[src/rtl/perceptron_pkg.sv]
// Shared constants, weight type and trainer state encoding for the perceptron predictor.
package perceptron_pkg;

    localparam int unsigned GHR_WIDTH        = 16;
    localparam int unsigned WEIGHT_NUM       = GHR_WIDTH + 1;
    localparam int unsigned WEIGHT_ENTRY_NUM = 32;
    localparam int unsigned IDX_WIDTH        = $clog2(WEIGHT_ENTRY_NUM);
    localparam int          THETA            = 44;

    typedef logic signed [7:0] weight_t;

    typedef enum logic [2:0] {
        StIdle,
        StRead,
        StLoad,
        StUpdate,
        StWrite,
        StDone
    } state_e;

endpackage

[src/rtl/weight_sat_update.sv]
// Saturating +/-1 step for one 8-bit signed perceptron weight.
module weight_sat_update
    import perceptron_pkg::*;
(
    input  weight_t weight,
    input  logic    inc,
    output weight_t new_weight
);

    // Step toward the requested direction, holding at +127 / -128.
    always_comb begin
        new_weight = weight;
        if (inc) begin
            if (weight != 8'sh7F) new_weight = weight + 8'sd1;
        end else begin
            if (weight != 8'sh80) new_weight = weight - 8'sd1;
        end
    end

endmodule

[src/rtl/perceptron_trainer.sv]
// Perceptron trainer: on a resolved branch, read the entry's weight vector, apply the
// perceptron learning rule one weight per cycle, and write the vector back.
module perceptron_trainer #(
    parameter int unsigned GHR_WIDTH        = perceptron_pkg::GHR_WIDTH,
    parameter int unsigned WEIGHT_NUM       = GHR_WIDTH + 1,
    parameter int unsigned WEIGHT_ENTRY_NUM = perceptron_pkg::WEIGHT_ENTRY_NUM,
    parameter int unsigned IDX_WIDTH        = $clog2(WEIGHT_ENTRY_NUM),
    parameter int          THETA            = perceptron_pkg::THETA
) (
    input  logic                    clk,
    input  logic                    rst_n,
    input  logic                    req_valid,
    output logic                    req_ready,
    input  logic [IDX_WIDTH-1:0]    req_idx,
    input  logic [GHR_WIDTH-1:0]    req_ghr,
    input  logic                    req_outcome,
    input  logic signed [15:0]      req_sum,
    output logic                    wt_rd_en,
    output logic [IDX_WIDTH-1:0]    wt_rd_idx,
    input  logic [WEIGHT_NUM*8-1:0] wt_rd_data,
    output logic                    wt_wr_en,
    output logic [IDX_WIDTH-1:0]    wt_wr_idx,
    output logic [WEIGHT_NUM*8-1:0] wt_wr_data,
    output logic                    done,
    output logic                    trained
);

    import perceptron_pkg::*;

    // k runs one past the last weight; that extra UPDATE cycle fixes write-back latency.
    localparam int unsigned KW = $clog2(WEIGHT_NUM + 1);
    localparam logic [KW-1:0] KLast = KW'(WEIGHT_NUM);
    localparam logic signed [15:0] ThetaS = 16'(THETA);

    state_e                state_q, state_d;
    logic [KW-1:0]         k_q;
    weight_t               w_q [WEIGHT_NUM];
    logic [IDX_WIDTH-1:0]  idx_q;
    logic [GHR_WIDTH-1:0]  ghr_q;
    logic                  outcome_q;
    logic                  trained_q;

    logic                  accept;
    logic                  in_margin;
    logic                  need_train;
    logic [WEIGHT_NUM-1:0] hist_ext;
    weight_t               cur_w;
    logic                  cur_h;
    logic                  inc;
    weight_t               new_w;

    assign accept     = req_valid && req_ready;
    assign in_margin  = (req_sum >= -ThetaS) && (req_sum <= ThetaS);
    // Predicted taken when sum >= 0, i.e. sign bit clear.
    assign need_train = (!req_sum[15] != req_outcome) || in_margin;

    // Bit 0 stands in for the bias input, which is always "taken".
    assign hist_ext = {ghr_q, 1'b1};
    assign inc      = (outcome_q == cur_h);

    // Select the weight and history bit addressed by k.
    always_comb begin
        cur_w = '0;
        cur_h = 1'b0;
        for (int unsigned i = 0; i < WEIGHT_NUM; i++) begin
            if (k_q == KW'(i)) begin
                cur_w = w_q[i];
                cur_h = hist_ext[i];
            end
        end
    end

    weight_sat_update u_sat (
        .weight     (cur_w),
        .inc        (inc),
        .new_weight (new_w)
    );

    // State register.
    always_ff @(posedge clk or negedge rst_n) begin
        if (!rst_n) state_q <= StIdle;
        else        state_q <= state_d;
    end

    // Next-state logic.
    always_comb begin
        state_d = state_q;
        unique case (state_q)
            StIdle:   if (accept) state_d = need_train ? StRead : StDone;
            StRead:   state_d = StLoad;
            StLoad:   state_d = StUpdate;
            StUpdate: if (k_q == KLast) state_d = StWrite;
            StWrite:  state_d = StDone;
            StDone:   state_d = StIdle;
            default:  state_d = StIdle;
        endcase
    end

    // Request latch, working vector and weight counter.
    always_ff @(posedge clk or negedge rst_n) begin
        if (!rst_n) begin
            idx_q     <= '0;
            ghr_q     <= '0;
            outcome_q <= 1'b0;
            trained_q <= 1'b0;
            k_q       <= '0;
            for (int unsigned i = 0; i < WEIGHT_NUM; i++) w_q[i] <= '0;
        end else begin
            if (accept) begin
                idx_q     <= req_idx;
                ghr_q     <= req_ghr;
                outcome_q <= req_outcome;
                trained_q <= 1'b0;
            end
            if (state_q == StLoad) begin
                k_q <= '0;
                for (int unsigned i = 0; i < WEIGHT_NUM; i++) w_q[i] <= wt_rd_data[8*i +: 8];
            end
            if (state_q == StUpdate && k_q != KLast) begin
                k_q <= k_q + 1'b1;
                for (int unsigned i = 0; i < WEIGHT_NUM; i++) begin
                    if (k_q == KW'(i)) w_q[i] <= new_w;
                end
            end
            if (state_q == StWrite) trained_q <= 1'b1;
        end
    end

    // State-decoded outputs; everything idles at zero outside its own state.
    always_comb begin
        req_ready  = (state_q == StIdle);
        wt_rd_en   = (state_q == StRead);
        wt_wr_en   = (state_q == StWrite);
        done       = (state_q == StDone);
        trained    = done && trained_q;
        wt_rd_idx  = wt_rd_en ? idx_q : '0;
        wt_wr_idx  = wt_wr_en ? idx_q : '0;
        wt_wr_data = '0;
        if (wt_wr_en) begin
            for (int unsigned i = 0; i < WEIGHT_NUM; i++) wt_wr_data[8*i +: 8] = w_q[i];
        end
    end

endmodule

[config.mk]
export PLATFORM = sky130hd
export DESIGN_NAME = perceptron_trainer
export DESIGN_NICKNAME = d
export VERILOG_FILES = /design/src/rtl/perceptron_pkg.sv /design/src/rtl/weight_sat_update.sv /design/src/rtl/perceptron_trainer.sv
export SDC_FILE = /design/constraint.sdc
export NUM_CORES = 1
export LEC_CHECK = 0
export ABC_AREA = 0
export BUFFER_PORTS_ARGS = -buffer_cell sky130_fd_sc_hd__buf_2
export CAP_MARGIN = 0
export CORE_ASPECT_RATIO = 1.4
export CORE_MARGIN = 2
export CORE_UTILIZATION = 58
export DETAILED_ROUTE_END_ITERATION = 12
export PLACE_DENSITY = 0.91
export REMOVE_ABC_BUFFERS = 1
export SKIP_LAST_GASP = 1
export SLEW_MARGIN = 25
export SYNTH_ARGS = -nofsm -noshare
export SYNTH_HDL_FRONTEND = slang
export SYNTH_SLANG_ARGS = --single-unit
[constraint.sdc]
create_clock -name clk -period 9.2 [get_ports clk]
set_input_delay 1.38 -clock clk [delete_from_list [all_inputs] [get_ports clk]]
set_output_delay 1.38 -clock clk [all_outputs]
set_load 0.005 [all_outputs]
==> results of run 1 <==
-- flip-flops by register name (all words and copies together) (netlist names) --
| register | count |
|---|---|
| trained_q | 1 |
| outcome_q | 1 |
| k_q | 5 |
| idx_q | 5 |
| w_q | 136 |
| ghr_q | 16 |
| state_q | 3 |
-- power by group through the flow --
stage / clock network, mW / logic [mW] / registers, mW
3_5_place_dp: 0 / 2.93 / 1.50
6_report: 0.712 / 3.05 / 1.51
5_1_grt: 0.741 / 3.26 / 1.53
3_3_place_gp: 0 / 2.84 / 1.49
4_1_cts: 0.709 / 2.96 / 1.49
2_1_floorplan: 0 / 2.09 / 1.29
-- worst register-to-register path, delay by kind of cell, from the launching register on --
| family | cells | cell delay (ps) |
|---|---|---|
| compound gates | 6 | 2430 |
| fa+ha+maj | 2 | 590 |
| simple gates | 4 | 1270 |
| flops | 1 | 440 |
| buf+inv | 2 | 690 |
-- how the worst max path moves through the flow --
stage / from / to / cells past startpoint
after global routing: k_q[1]$_DFFE_PN0P_ / w_q[121]$_DFF_PN0_ / 14
after CTS: k_q[0]$_DFFE_PN0P_ / w_q[97]$_DFF_PN0_ / 14
after global placement: k_q[0]$_DFFE_PN0P_ / w_q[121]$_DFF_PN0_ / 14
after floorplan: state_q[2]$_DFFE_PN0P_ / w_q[129]$_DFF_PN0_ / 4
after detailed placement: k_q[0]$_DFFE_PN0P_ / w_q[121]$_DFF_PN0_ / 14
final: k_q[0]$_DFFE_PN0P_ / w_q[97]$_DFF_PN0_ / 14
-- per-stage QoR --
| step | TNS [ps] | power [mW] |
|---|---|---|
| detailed placement | 0 | 4.428 |
| global placement | 0 | 4.329 |
| floorplan | -731300 | 3.376 |
| global route | 0 | 5.533 |
| finish | 0 | 5.277 |
| CTS | 0 | 5.160 |
-- kinds of logic (layout without fill, tap and decap cells) --
family                     count (synthesis)  count (layout)  share of synthesized area
buffers and inverters                    143             406                    0.05354
adders and majority gates                  8               8                   0.008618
xor gates and xnor gates                   6               6                   0.005171
and+or+nand+nor                          505             505                     0.2474
DFF                                      167             167                     0.3598
AOI/OAI and AO/OA                        413             413                     0.2362
muxes                                     92              92                    0.08920
-- Yosys cell counts (18+ instances only) --
cell type	n
o21ai_0	77
nand2_1	113
inv_1	27
mux2_2	82
nor2_1	50
a21oi_1	113
o21ai_1	19
nor2b_1	76
a211oi_1	77
buf_2	20
and2_1	148
dfrtp_1	167
clkbuf_1	80
nor3_1	18
-- metal layers --
| layer | vias up | part of all wire | wire length, um | GRT usage |
|---|---|---|---|---|
| met5 | - | 0 | 0 | 0 |
| met4 | 0 | 0.060 | 2552 | 0.2283 |
| met2 | 802 | 0.50 | 21270 | 0.6718 |
| met3 | 193 | 0.077 | 3273 | 0.06300 |
| met1 | 5779 | 0.36 | 15430 | 0.4761 |
| li1 | 5332 | - | - | - |
-- final cells by class --
type,count,area [um^2]
inverter,28,105.1
multi-input combinational,1024,6872
clock buffer,19,452.9
sequential,167,4179
fill,1524,5924
tap,252,315.3
clock inverter,13,122.6
timing repair buffer,346,1797
==> results.txt, run 1 <==
commonest non-fill, non-tap cell in the layout - buf_2
Worst path max stage delay - 740 ps
Die ar. - 0.02119 mm^2
RSZ-0062 raised after global routing - false
CTS tree - done
Congestion Overflow GR - 0
clk buf depth - 2
CP arrival - 5860 ps
vias in the first global route - 11.26k
post-synth top area share - 0.3598
fin cells - 1849
Slew @ Worst Pin - 1048 ps
synthesis-stage register bit count - 167
Fin. Hold Viols - 0
total global routing track utilization - 0.3977
Worst Skew - 10.40 ps
IO Pins - 328
number of max-cap violations - 0
reg-to-reg endpoint - w_q[97]$_DFF_PN0_
Worst Hold Launch - ghr_q[4]$_DFFE_PN0P_
DR WL/cell - 23.00 um
WP data required - 9500 ps
via count - 12.11k
sequential-to-total area share from yosys stat - 0.3598
largest net degree at the start of global routing - 144
Worst-path clk slew - 70 ps
Seq pwr share - 0.287
Most common cell on crit path - ha_1
Starting Density - 0.5876
clk sinks - 167
drt pass-1 iters - 9
Post-synth ARST share - 1.000
buffers plus inverters on the worst setup path - 2
worst-path fanout max - 33
Switch Pwr - 2.677 mW
Comb pwr share - 0.578
Hold WS - 516.6 ps
fmax - 179.7 MHz
Reg-to-Reg Start - k_q[0]$_DFFE_PN0P_
Tmin final - 5564 ps
vias per cell - 6.547
most frequent cells in the layout - buf_2, dfrtp_1, and2_1, a21oi_1, nand2_1
PD cells - 381.2 mW/mm^2
GPL Wtd Cong - 1.044
slowest CP cell - a31oi_4
worst hold stages - 1
worst r2r path cells - 14
synth unique cells - 95
status - finished clean
initial DRC count - 1338
number of synthesized flops with an enable pin - 0
Worst Hold Class - flip-flop to flip-flop
clock power share - 0.135
post-route setup slack - 3636 ps
Synth Area per Inst - 8.707 um^2
CP startpoint kind - flip-flop
core area - 0.01977 mm^2
CP top delay family - compound AO/OA/AOI/OAI gates
count of buffers from port buffering - 327
type of the worst setup path - flip-flop to flip-flop
Routed Antenna Nets - 0
first-pass GRT wire length - 63.17 mm
Nets - 1769
Area growth syn-to-layout - 19.19%
cell area after layout - 0.01384 mm^2
number of gates resized after CTS - 0
cell taking the most area after synthesis - dfrtp_1
final setup fails - 0
total wire length - 42.53 mm
antenna violations before repair - 0
final slew viol count - 0
Synth Instances - 1334
r2r setup slk - 3640 ps
worst slack, placed - 3652 ps
top cells by area, synth - dfrtp_1, and2_1, mux2_2
placed cell count - 1817
Hold Path Sink - ghr_q[4]$_DFFE_PN0P_
switching part of the total - 0.5073
total CTS buffers - 17
worst-path cell chain - ha_1 -> buf_4 -> and3_1 -> ha_1 -> inv_1 -> o21ai_0 -> a211o_1 -> a2111oi_1 -> or2_1 -> nand4_2 -> or4_4 -> a21o_1 -> a31oi_4 -> o21ai_1
dpl hpwl - 30.22 mm
hold_buf cts - 0
Die Ht - 171.4 um
Internal Pwr Total - 2.600 mW
Root Driver - clkbuf_16
DRC - 0
period utilisation layout - 0.6048
clock latency on the worst-skew pair - 450 ps
Slew Limit Headroom - 0.3011
VDD IR-drop max - 0.2372 mV
share of cells above drive strength 1 - 0.3175
fin util - 0.7003
setup bufs post-CTS - 0
Row Count - 61
# diodes - 0
CTS H-tree lvls - 4
Die Wd - 123.6 um
mapped cell area - 0.01161 mm^2
Lkg Pwr - 6.499 nW
commonest register cell after synthesis - dfrtp_1
Setup crit end kind - flip-flop
Yosys warning count - 0
Post-DP Area - 0.01324 mm^2
Power figures use the tool's default switching activity.
==> inputs of run 2 (changes only) <==
- CORE_UTILIZATION: 58 -> 48
- PLACE_DENSITY: 0.91 -> 0.8
- clock period: 9.2 -> 4.7 ns (I/O delays scaled with it)
==> run 2 against run 1 <==
  * First-iteration DRC count shrank 8.8%
  * Sequential power rose by 98%
  * Clock skew grew 4.8 ps
  * Register-to-register slack got worse by 3400 ps
  * Count of clock-buffer cells in the layout fell by 1
  * Critical endpoint is now w_q[25]$_DFF_PN0_
==> results.txt, run 2 (same netlist as run 1, synthesis figures left out) <==
initial DRC count - 1220 (-8.8%)
Lkg Pwr - 6.755 nW (+3.9%)
clock power share - 0.128 (-0.007)
most frequent cells in the layout - buf_2, dfrtp_1, and2_1, a21oi_1, nand2_1
vias in the first global route - 11.02k (-2.1%)
Die ar. - 0.02548 mm^2 (+20%)
total wire length - 43.69 mm (+2.7%)
type of the worst setup path - flip-flop to flip-flop
clk buf depth - 2 (unchanged)
VDD IR-drop max - 0.6341 mV (+170%)
Internal Pwr Total - 5.397 mW (+110%)
DR WL/cell - 22.30 um (-3.0%)
vias per cell - 6.001 (-8.4%)
Congestion Overflow GR - 0 (unchanged)
switching part of the total - 0.4946 (-0.01277)
PD cells - 745.4 mW/mm^2 (+96%)
core area - 0.02389 mm^2 (+21%)
number of max-cap violations - 0 (unchanged)
DRC - 0 (unchanged)
setup bufs post-CTS - 0 (unchanged)
# diodes - 0 (unchanged)
Routed Antenna Nets - 0 (unchanged)
share of cells above drive strength 1 - 0.3390 (+0.02152)
first-pass GRT wire length - 65.15 mm (+3.1%)
GPL Wtd Cong - 0.9601 (-8.0%)
largest net degree at the start of global routing - 105 (-27%)
clock latency on the worst-skew pair - 450 ps (about the same)
Slew Limit Headroom - 0.2913 (-0.009753)
Nets - 1821 (+2.9%)
Setup crit end kind - flip-flop
Fin. Hold Viols - 0 (unchanged)
Die Wd - 135.5 um (+9.6%)
CTS H-tree lvls - 4 (unchanged)
Slew @ Worst Pin - 1036 ps (-11.88 ps)
status - finished clean
WP data required - 5010 ps (-4490 ps)
CP Launch Point - k_q[1]$_DFFE_PN0P_
via count - 11.76k (-2.9%)
Tmin final - 4501 ps (-1063 ps)
commonest non-fill, non-tap cell in the layout - buf_2
Seq pwr share - 0.280 (-0.007)
count of buffers from port buffering - 327 (unchanged)
Comb pwr share - 0.593 (+0.015)
Worst Hold Class - input port to asynchronous set/reset pin
Worst Skew - 15.24 ps (+4.838 ps)
IO Pins - 328 (unchanged)
Largest Register - w_q
antenna violations before repair - 0 (unchanged)
area of the multi-input gates - 0.006874 mm^2 (about the same)
Worst-path clk slew - 70 ps (about the same)
area occupied by registers - 0.004179 mm^2 (unchanged)
CTS tree - done
worst-path fanout max - 21 (-36%)
Largest regs - w_q (136), ghr_q (16)
CP arrival - 4810 ps (-1050 ps)
Row Count - 67 (+9.8%)
fmax - 222.2 MHz (+24%)
period utilisation layout - 0.9576 (+0.3528)
max reg flops - 136 (unchanged)
final setup fails - 0 (unchanged)
drt pass-1 iters - 8 (-1)
Hold WS - 274.0 ps (-242.6 ps)
Root Driver - clkbuf_16
RSZ-0062 raised after global routing - false
clk sinks - 167 (unchanged)
fillers - 2092 (+37%)
CP startpoint kind - flip-flop
Reg-to-Reg Start - k_q[1]$_DFFE_PN0P_
Die Ht - 188.1 um (+9.7%)
total global routing track utilization - 0.3380 (-0.05973)
dpl hpwl - 32.80 mm (+8.5%)
Starting Density - 0.4861 (-0.1014)
total CTS buffers - 17 (unchanged)
Switch Pwr - 5.281 mW (+97%)
fin util - 0.5996 (-0.1007)
final slew viol count - 0 (unchanged)
Area growth syn-to-layout - 23.33%
[run 2: changes by cell type in the layout (fill, tap and decap cells not counted), sizes merged]
cell	previous run	this run
clkbuf	19	18
inv	29	31
clkinv	7	6
buf	346	398
[run 2: final timing paths]
check / slack (ps) / end / depth (start not counted)
max in group asynchronous: 3480 / outcome_q$_DFFE_PN0P_ / 2
min in group clk: 480 / ghr_q[0]$_DFFE_PN0P_ / 3
min: 270 / w_q[69]$_DFF_PN0_ / 1
min reg2reg: 530 / ghr_q[2]$_DFFE_PN0P_ / 1
max: 200 / w_q[25]$_DFF_PN0_ / 14
max reg2reg: 200 / w_q[25]$_DFF_PN0_ / 14
[run 2: power by group through the flow]
stage / Combinational [mW] / Clock (mW) / Sequential [mW]
floorplan: 3.65 / 0 / 2.51
global placement: 6.10 / 0 / 2.96
detailed placement: 6.21 / 0 / 2.96
CTS: 6.26 / 1.38 / 2.94
global route: 6.80 / 1.43 / 3.02
finish: 6.33 / 1.36 / 2.99
[run 2: what timing repair did]
item	CTS	global route
hold buffers	0	0
resized for setup	0	1
endpoints found under the setup margin	0	29
[run 2: worst max-delay path, stage by stage (launching register included)]
cell and delay, ps:
dfrtp_1 440, inv_1 130, ha_2 460, buf_4 330
nand2_1 70, o21ai_0 160, nand2_1 80, a2111oi_0 880
or2_1 270, nand4_2 140, or4_4 590, a21o_1 230
a31oi_4 180, buf_4 290, o21ai_1 110
[run 2: final cells by class]
cell class / count / share of cell area
well taps: 310 / 0.02708
flip-flops and latches: 167 / 0.2917
clock inverters: 14 / 0.008647
repair buffers: 398 / 0.1554
inverters: 28 / 0.007337
clock buffers: 18 / 0.02996
multi-input cells: 1024 / 0.4799
[run 2: per-layer routing]
metal | up-vias | track usage | wire (um)
met3 | 124 | 0.04163 | 2482
met1 | 5623 | 0.4218 | 17210
met5 | - | 0 | 0
met4 | 0 | 0.1679 | 2136
li1 | 5421 | - | -
met2 | 587 | 0.5740 | 21860
[run 2: metrics by stage]
| step | cells | total power, mW | setup WS, ps | setup TNS, ps | cell area [um^2] |
|---|---|---|---|---|---|
| 4_1_cts | 1959 | 10.58 | 190.5 | 0 | 14310 |
| 3_5_place_dp | 1927 | 9.166 | 228.3 | 0 | 13750 |
| 2_1_floorplan | 1219 | 6.159 | -9996 | -1631210 | 11100 |
| 3_3_place_gp | 1927 | 9.059 | 29.23 | 0 | 13740 |
| 6_report | 1959 | 10.68 | 199.2 | 0 | 14330 |
| 5_1_grt | 1959 | 11.25 | 17.64 | 0 | 14330 |
==> inputs of run 3 (changes only) <==
- CORE_MARGIN: 2 -> not set
- HOLD_SLACK_MARGIN: not set -> 0.15
- PLACE_DENSITY: 0.8 -> 0.81
- SYNTH_HIERARCHICAL: not set -> 1
==> run 3 against run 2 <==
  * Register-to-register slack improved by 70 ps
  * Sequential power increased by 2%
  * Critical path depth decreased by 1
  * Final area decreased by 4.3%
  * Synthesized cell count decreased by 2.5%
  * Highest routed layer unchanged
  * Clock skew decreased by 4.6 ps
  * Worst setup slack improved by 68 ps
  * Global-route usage decreased by 0.48 points
  * Sequential cell count unchanged
  * Area after synthesis decreased by 4.5%
  * Clock power increased by 12%
  * Critical endpoint is now w_q[127]$_DFF_PN0_
==> results.txt, run 3 <==
core area - 0.02261 mm^2 (-5.4%)
IO Pins - 328 (unchanged)
Slew @ Worst Pin - 1011 ps (-24.95 ps)
Root Driver - clkbuf_16
initial DRC count - 1106 (-9.3%)
Area growth syn-to-layout - 23.59%
first-pass GRT wire length - 59.48 mm (-8.7%)
buffers plus inverters on the worst setup path - 3 (unchanged)
sequential-to-total area share from yosys stat - 0.3768 (+0.01697)
Post-synth ARST share - 1.000 (unchanged)
share of cells above drive strength 1 - 0.2956 (-0.04337)
Tmin final - 4433 ps (-68.16 ps)
via count - 11.12k (-5.4%)
status - finished clean
largest net degree at the start of global routing - 93 (-11%)
Seq pwr share - 0.273 (-0.007)
clock latency on the worst-skew pair - 440 ps (about the same)
final slew viol count - 0 (unchanged)
CTS H-tree lvls - 4 (unchanged)
Worst Hold Class - input port to asynchronous set/reset pin
Internal Pwr Total - 5.550 mW (+2.8%)
Largest regs - w_q (136), ghr_q (16)
total wire length - 38.97 mm (-11%)
most frequent cells after synthesis - dfrtp_1, nand2_1, and2_1, o21ai_0, mux2i_1
clk buf depth - 2 (unchanged)
count of buffers from port buffering - 327 (unchanged)
GPL Wtd Cong - 0.9713 (+1.2%)
Switch Pwr - 5.666 mW (+7.3%)
Starting Density - 0.4906 (+0.004444)
period utilisation layout - 0.9431 (-0.01450)
total CTS buffers - 17 (unchanged)
vias in the first global route - 10.67k (-3.2%)
commonest register cell after synthesis - dfrtp_1
CTS tree - done
top cells by area, synth - dfrtp_1, mux2i_1, and2_1
worst r2r path cells - 13 (-1)
Congestion Overflow GR - 0 (unchanged)
commonest non-fill, non-tap cell in the layout - buf_2
Yosys warning count - 6 (+6)
worst-path cell chain - inv_1 -> ha_1 -> buf_4 -> or4b_1 -> a31oi_1 -> a41oi_1 -> or4_4 -> nor3_1 -> nor3_1 -> nor3_2 -> buf_4 -> nor2_1 -> a21oi_1
slowest CP cell - or4b_1
r2r setup slk - 270 ps (+70 ps)
total global routing track utilization - 0.3332 (-0.004767)
Synth Area per Inst - 8.526 um^2 (-2.1%)
WP data required - 5060 ps (+50 ps)
Overall Power - 11.22 mW (+5.0%)
Die Ht - 181.9 um (-3.3%)
dpl hpwl - 29.15 mm (-11%)
fin cells - 1901 (-3.0%)
Worst Skew - 10.62 ps (-4.619 ps)
Lkg Pwr - 6.210 nW (-8.1%)
PD cells - 818.2 mW/mm^2 (+9.8%)
fillers - 2006 (-4.1%)
number of max-cap violations - 0 (unchanged)
Nets - 1772 (-2.7%)
DR WL/cell - 20.50 um (-8.1%)
Comb pwr share - 0.592 (about the same)
CP top delay family - simple AND/OR/NAND/NOR gates
Worst-path clk slew - 70 ps (about the same)
Largest Register - w_q
antenna violations before repair - 0 (unchanged)
cell taking the most area after synthesis - dfrtp_1
most frequent cells in the layout - buf_2, dfrtp_1, nand2_1, and2_1, o21ai_0
Die ar. - 0.02373 mm^2 (-6.9%)
placed cell count - 1869 (-3.0%)
post-synth top area share - 0.3768 (+0.01697)
type of the worst setup path - flip-flop to flip-flop
Setup crit end kind - flip-flop
synth unique cells - 81 (-15%)
# diodes - 0 (unchanged)
CP startpoint kind - flip-flop
hold_buf cts - 0 (unchanged)
DRC - 0 (unchanged)
Slew Limit Headroom - 0.3229 (+0.03154)
fmax - 225.6 MHz (+1.5%)
clock power share - 0.135 (+0.007)
max reg flops - 136 (unchanged)
number of synthesized flops with an enable pin - 0 (unchanged)
mapped cell area - 0.01109 mm^2 (-4.5%)
Reg-to-Reg Start - k_q[0]$_DFFE_PN0P_
Routed Antenna Nets - 0 (unchanged)
Row Count - 65 (-3.0%)
clk sinks - 167 (unchanged)
worst-path fanout max - 15 (-29%)
Die Wd - 130.5 um (-3.7%)
Worst path max stage delay - 700 ps (-180 ps)
Synth Instances - 1301 (-2.5%)
reg-to-reg endpoint - w_q[127]$_DFF_PN0_
Fin. Hold Viols - 0 (unchanged)
switching part of the total - 0.5052 (+0.01061)
drt pass-1 iters - 6 (-2)
count leader, synth - dfrtp_1
RSZ-0062 raised after global routing - false
setup bufs post-CTS - 0 (unchanged)
final setup fails - 0 (unchanged)
vias per cell - 5.850 (-2.5%)
VDD IR-drop max - 0.5919 mV (-6.7%)
CP arrival - 4800 ps (about the same)
synthesis-stage register bit count - 167 (unchanged)
[run 3: metal layers]
layer | GRT usage | vias up | share of wire
met4 | 0.1834 | 0 | 0.050
met3 | 0.04596 | 131 | 0.066
met1 | 0.4184 | 5287 | 0.40
li1 | - | 5125 | -
met2 | 0.5474 | 577 | 0.49
met5 | 0 | - | 0
[run 3: cell type report]
class,count,area [um^2],share of cell area
Clock inverter,15,202.7,0.01479
Timing Repair Buffer,381,2073,0.1512
Clock buffer,17,425.4,0.03103
Sequential cell,167,4180,0.3049
Multi-Input combinational cell,990,6337,0.4623
Inverter,30,112.6,0.008215
Tap cell,301,376.6,0.02747
[run 3: power groups by stage]
stage	sequential [mW]	clock (mW)	combinational [mW]
detailed placement	3.04	0	6.44
CTS	3.02	1.52	6.50
floorplan	2.61	0	3.68
global route	3.11	1.58	7.04
finish	3.06	1.52	6.64
global placement	3.03	0	6.37
[run 3: worst max-delay path by stage]
stage	startpoint	endpoint	slack, ps	cells after the start
finish	k_q[0]$_DFFE_PN0P_	w_q[127]$_DFF_PN0_	270	13
global route	k_q[0]$_DFFE_PN0P_	w_q[34]$_DFF_PN0_	50	17
CTS	k_q[0]$_DFFE_PN0P_	w_q[11]$_DFF_PN0_	210	15
detailed placement	k_q[0]$_DFFE_PN0P_	w_q[11]$_DFF_PN0_	290	15
global placement	k_q[0]$_DFFE_PN0P_	w_q[10]$_DFF_PN0_	380	17
floorplan	state_q[0]$_DFFE_PN0P_	k_q[3]$_DFFE_PN0P_	-11720	4
[run 3: what timing repair did]
| action | 4_1_cts | 5_1_grt |
|---|---|---|
| endpoints found under the hold margin | 0 | 0 |
| setup endpoints to repair | 0 | 10 |
| gates resized for setup | 0 | 1 |
[run 3: metrics by stage]
step	hold WS (ps)	util	setup TNS, ps	setup WS [ps]	instance area, um^2
final	318.3	0.6063	0	267.4	13710
after global routing	377.2	0.6063	0	50.02	13710
after CTS	369.0	0.6060	0	206.5	13700
after detailed placement	493.8	0.5782	0	287.4	13070
after global placement	490.6	0.5782	0	380.4	13070
after floorplan	409.4	-	-1577300	-11720	10580
[run 3: cells by family after synthesis]
family,after synthesis,synth area share
and+or+nand+nor,488,0.2341
AOI/OAI and AO/OA,339,0.1820
muxes,150,0.1377
xor gates and xnor gates,5,0.003948
DFF,167,0.3768
adders and majority gates,8,0.009025
buffers and inverters,144,0.05651
